<file path="config.mk">
export PLATFORM = sky130hd
export DESIGN_NAME = gate_tester
export DESIGN_NICKNAME = d
export VERILOG_FILES = /design/src/rtl/gate_tester.sv
export SDC_FILE = /design/constraint.sdc
export NUM_CORES = 1
export LEC_CHECK = 0
export CORE_MARGIN = 8
export CORE_UTILIZATION = 35
export CTS_CLUSTER_DIAMETER = 200
export DETAILED_ROUTE_END_ITERATION = 16
export PLACE_DENSITY_LB_ADDON = 0.3
export SYNTH_ARGS = -nofsm -noshare
export SYNTH_HDL_FRONTEND = slang
export SYNTH_SLANG_ARGS = --single-unit
</file>
<file path="constraint.sdc">
create_clock -name clk -period 5.9 [get_ports clk]
set_input_delay 0.885 -clock clk [delete_from_list [all_inputs] [get_ports clk]]
set_output_delay 0.885 -clock clk [all_outputs]
set_load 0.03 [all_outputs]
</file>
<file path="src/rtl/gate_tester.sv">
// gate_tester: sequential stimulus driver and checker for a two-input
// combinational gate. It sweeps {a,b} through 00,01,10,11, holds each vector
// for SETTLE cycles, samples the gate output for one cycle and compares it
// against the TRUTH table, repeating the sweep PASSES times. Mismatches are
// counted (saturating) and recorded per vector.
module gate_tester #(
    parameter logic [3:0] TRUTH  = 4'b1000,
    parameter int         SETTLE = 2,
    parameter int         PASSES = 1
) (
    input  logic       clk,
    input  logic       rst,
    input  logic       start,
    input  logic       dut_c,
    output logic       a,
    output logic       b,
    output logic       busy,
    output logic       done,
    output logic       pass,
    output logic [7:0] err_count,
    output logic [3:0] fail_vec
);

    typedef enum logic [1:0] {
        IDLE   = 2'd0,
        DRIVE  = 2'd1,
        SAMPLE = 2'd2,
        DONE   = 2'd3
    } state_t;

    // Terminal values for the settle and pass counters, sized to the registers.
    localparam logic [3:0] SETTLE_LAST = 4'(SETTLE - 1);
    localparam logic [7:0] PASSES_L    = 8'(PASSES);

    state_t     r_state;
    logic [1:0] r_idx;
    logic [7:0] r_passCnt;
    logic [3:0] r_settleCnt;
    logic       r_a;
    logic       r_b;
    logic [7:0] r_errCount;
    logic [3:0] r_failVec;

    state_t     w_nextState;
    logic [1:0] w_nextIdx;
    logic [7:0] w_nextPassCnt;
    logic [3:0] w_nextSettleCnt;
    logic       w_nextA;
    logic       w_nextB;
    logic [7:0] w_nextErrCount;
    logic [3:0] w_nextFailVec;
    logic       w_mismatch;
    logic [7:0] w_passInc;

    assign w_mismatch = (dut_c != TRUTH[r_idx]);
    assign w_passInc  = r_passCnt + 8'd1;

    // State register and datapath registers; reset aborts any run immediately.
    always_ff @(posedge clk or posedge rst) begin
        if (rst) begin
            r_state     <= IDLE;
            r_idx       <= 2'd0;
            r_passCnt   <= 8'd0;
            r_settleCnt <= 4'd0;
            r_a         <= 1'b0;
            r_b         <= 1'b0;
            r_errCount  <= 8'd0;
            r_failVec   <= 4'd0;
        end else begin
            r_state     <= w_nextState;
            r_idx       <= w_nextIdx;
            r_passCnt   <= w_nextPassCnt;
            r_settleCnt <= w_nextSettleCnt;
            r_a         <= w_nextA;
            r_b         <= w_nextB;
            r_errCount  <= w_nextErrCount;
            r_failVec   <= w_nextFailVec;
        end
    end

    // Next-state logic: start is only honoured from IDLE/DONE, so a start
    // pulse during a run falls through the DRIVE/SAMPLE arms untouched.
    always_comb begin
        w_nextState     = r_state;
        w_nextIdx       = r_idx;
        w_nextPassCnt   = r_passCnt;
        w_nextSettleCnt = r_settleCnt;
        w_nextA         = r_a;
        w_nextB         = r_b;
        w_nextErrCount  = r_errCount;
        w_nextFailVec   = r_failVec;

        case (r_state)
            IDLE, DONE: begin
                if (start) begin
                    w_nextState     = DRIVE;
                    w_nextIdx       = 2'd0;
                    w_nextPassCnt   = 8'd0;
                    w_nextSettleCnt = 4'd0;
                    w_nextA         = 1'b0;
                    w_nextB         = 1'b0;
                    w_nextErrCount  = 8'd0;
                    w_nextFailVec   = 4'd0;
                end
            end
            DRIVE: begin
                w_nextSettleCnt = r_settleCnt + 4'd1;
                if (r_settleCnt == SETTLE_LAST) begin
                    w_nextState = SAMPLE;
                end
            end
            SAMPLE: begin
                if (w_mismatch) begin
                    if (r_errCount != 8'hFF) begin
                        w_nextErrCount = r_errCount + 8'd1;
                    end
                    w_nextFailVec[r_idx] = 1'b1;
                end
                w_nextIdx       = r_idx + 2'd1;
                w_nextSettleCnt = 4'd0;
                if ((r_idx == 2'd3) && (w_passInc == PASSES_L)) begin
                    w_nextPassCnt = w_passInc;
                    w_nextState   = DONE;
                end else begin
                    if (r_idx == 2'd3) begin
                        w_nextPassCnt = w_passInc;
                    end
                    w_nextState = DRIVE;
                    w_nextA     = w_nextIdx[1];
                    w_nextB     = w_nextIdx[0];
                end
            end
            default: begin
                w_nextState = IDLE;
            end
        endcase
    end

    assign a         = r_a;
    assign b         = r_b;
    assign busy      = (r_state == DRIVE) || (r_state == SAMPLE);
    assign done      = (r_state == DONE);
    assign pass      = (r_state == DONE) && (r_errCount == 8'd0);
    assign err_count = r_errCount;
    assign fail_vec  = r_failVec;

endmodule

</file>
==> summary.txt <==
Run status
  – Status: finished, final reports clean

Pwr
  – Internal power: 0.511 mW
  – Max VDD drop: 282 uV
  – Sequential share of power: 0.309
  – Pleak: 0.937 nW
  – Power density over the cells: 397 nW/um2
  – Switching share of power: 0.426
  – Sw Pwr: 0.380 mW
  – Gate power share: 0.453
  – Clock Power Share: 0.238

Clock network
  – CTS sink count: 30
  – Clock transition at the registers of the reported paths: 60 ps
  – # hold bufs at CTS: 0
  – Root Buffer: clkbuf_8
  – CTS max path bufs: 2
  – H-tree Lvls: 2
  – CTS buffer count: 5
  – Worst skew pair latency: 280 ps
  – Cts repair resizes: 0
  – CTS tree: done
  – Post-CTS setup buffers: 0

Yosys
  – Synth Area in Adders: 0.0913
  – Number of flops mapped to enable cells by yosys: 0
  – Most common flop cell mapped by yosys: dfrtp_1
  – Seq/Total Area, Yosys: 0.391
  – Mean Syn Cell Area: between 8 and 9 um2
  – Multiplexer share of the synthesized area: 0.0333
  – Seq cells post-synth: 30
  – Ys async rst share: 1.00
  – Syn Inst Count: 217
  – Area contributors post-synth: dfrtp_1, ha_1, o21ai_0
  – Yosys warning count: 0
  – Synth Area in Simple Gates: 0.219
  – Dominant cell type by area after synthesis: dfrtp_1
  – Post-Synth XOR/XNOR Area: 0.0228
  – Post-synthesis cell area: 1920 um2
  – Yosys top cell area share: 0.391
  – Yosys cell types: 40
  – Largest family of logic cells by synthesized area: simple AND/OR/NAND/NOR gates
  – Synth Area in Compound Gates: 0.170
  – Mapped Nets: 235

Finish
  – Post-route cell area: 2240 um2
  – P&R area growth vs syn: 16.9%
  – Layout fillers: 546
  – Final nets: 249
  – Layout cells sized above 1: 0.0563
  – Non-filler instance count after layout: 303
  – Most frequent cells in the layout: dfrtp_1, nand2_1, o21ai_0, clkdlybuf4s50_1, a21oi_1
  – Antenna Cells: 0
  – Most common cell after layout, fill and taps aside: dfrtp_1

STA
  – Skew final: 5.75 ps
  – # setup viols final: 0
  – Final Hold Vio Count: 0
  – Setup TNS: 0 ps
  – Max frequency: 338 MHz
  – RSZ-0062 raised after global routing: no
  – Actual slew at the worst max-slew pin: 1020 ps
  – Final period utilization: 0.502
  – Max-slew headroom: 0.314
  – Slew Limit Fails: 0
  – Final min period: 2960 ps

Detailed routing
  – Routed wl met3: 108 um
  – DR pass1 iterations: 4
  – Initial detailed-routing violation count: 48
  – Met2 routed WL: 2050 um
  – WL met1: 2220 um
  – Post-route antenna net violation count: 0
  – Remaining DRCs: 0
  – Drt via density: 5.35
  – WL/cell: 14.8 um
  – Vias: 1621
  – Top layer used by detailed routing: met4
  – Total Wirelength: roughly 4500 um

Critical path
  – Critical Path End Type: flop
  – Worst Setup Start Kind: flop
  – Worst endpoint required time: 6110 ps
  – Worst-path fanout max: 17
  – CP arrival: 3170 ps
  – Setup CP Type: flop to flop

Global routing
  – Largest net degree at the start of global routing: 31
  – Total gr overflow: 0
  – First-pass GRT wire length: 7910 um
  – Initial antenna violation count: 0
  – Total GRT Usage: 0.117
  – Vias in the first global route: 1591

Placement
  – DP Cell Count: roughly 300
  – Port Buffers: 20
  – Hpwl dp: approximately 3000 um
  – Cell Area, Placed: 2130 um2
  – Gpl congestion: 0.806

Floorplanning
  – Core Region: 5410 um2
  – I/O pin total: 21
  – Cell row count: 27
  – Die Span Y: 90.0 um
  – DIE AREA: 8110 um2
  – Initial Util: 0.355
  – Die span in x: between 90 and 100 um

Worst hold path
  – Hold WC Path Type: flop to flop

Job
  – Max-cap viol count: 0
routing by layer:
metal / track usage / vias to the layer above
met5: 0 / -
met4: 0.0610 / 0
met3: 0.0216 / 7
met2: 0.180 / 17
met1: 0.153 / 792
li1: - / 805
worst paths after layout:
| check | start | end | slack (ps) | depth (start not counted) |
|---|---|---|---|---|
| setup / recovery | r_state[0]$_DFFE_PP0P_ | err_count[3]$_DFFE_PP0P_ | 2940 | 7 |
| max in group asynchronous | rst | fail_vec[3]$_DFFE_PP0P_ | 4620 | 3 |
| hold reg to reg | fail_vec[3]$_DFFE_PP0P_ | fail_vec[3]$_DFFE_PP0P_ | 490 | 2 |
| setup reg to reg | r_state[0]$_DFFE_PP0P_ | err_count[3]$_DFFE_PP0P_ | 2940 | 7 |
| min in group asynchronous | rst | r_settleCnt[3]$_DFFE_PP0P_ | 980 | 3 |
| hold / removal | fail_vec[3]$_DFFE_PP0P_ | fail_vec[3]$_DFFE_PP0P_ | 490 | 2 |
cell usage after synthesis (all sizes together), types with 2 or more instances:
cell type	instances
and3	3
a21oi	16
a22o	3
nand2	25
nor2	10
and4	2
nor3	8
inv	14
clkbuf	4
o311ai	2
a211oi	2
o31ai	2
or3	6
and2	3
dfrtp	30
mux2	3
xnor2	4
nand3	10
ha	14
o21ai	20
nand4	8
a31oi	3
a41oi	2
buf	10
mux2i	3
critical path: stages (launching register included):
cell	delay (ps)
dfrtp_1	410
inv_1	90
ha_1	600
inv_2	260
and3_1	340
a41oi_1	800
o21ai_0	220
a21oi_1	160
cell type report:
type                    instances  area (um2)  share of cell area
multi-input cells             159        1030               0.459
flip-flops and latches         30         751               0.335
repair buffers                 21         208              0.0926
well taps                      72        90.1              0.0402
clock buffers                   6        82.6              0.0368
inverters                      14        52.6              0.0234
clock inverters                 1        30.0              0.0134
cell families after synthesis:
family / after synthesis
simple gates: 81
compound gates: 53
flops: 30
buf+inv: 28
fa+ha+maj: 14
mux: 6
xor+xnor: 5
flip-flops by register name, summed over array words and instances (netlist names):
register / cells
a: 1
b: 1
err_count: 8
fail_vec: 4
r_idx: 2
r_passCnt: 8
r_settleCnt: 4
r_state: 2
power groups by stage:
stage	clock, mW	combinational, mW	sequential, mW
2_1_floorplan	0	0.261	0.297
3_5_place_dp	0	0.404	0.279
4_1_cts	0.218	0.407	0.275
3_3_place_gp	0	0.401	0.279
6_report	0.212	0.404	0.275
5_1_grt	0.225	0.456	0.280
per-stage QoR:
stage	hold slack (ps)	utilization	setup WS, ps	power, mW
floorplan	452	-	3540	0.559
global placement	479	0.394	2960	0.680
detailed placement	481	0.394	2870	0.683
CTS	497	0.415	2930	0.900
global route	505	0.415	2500	0.961
finish	487	0.415	2940	0.891
Note: power is estimated with default switching activity, not from simulation.
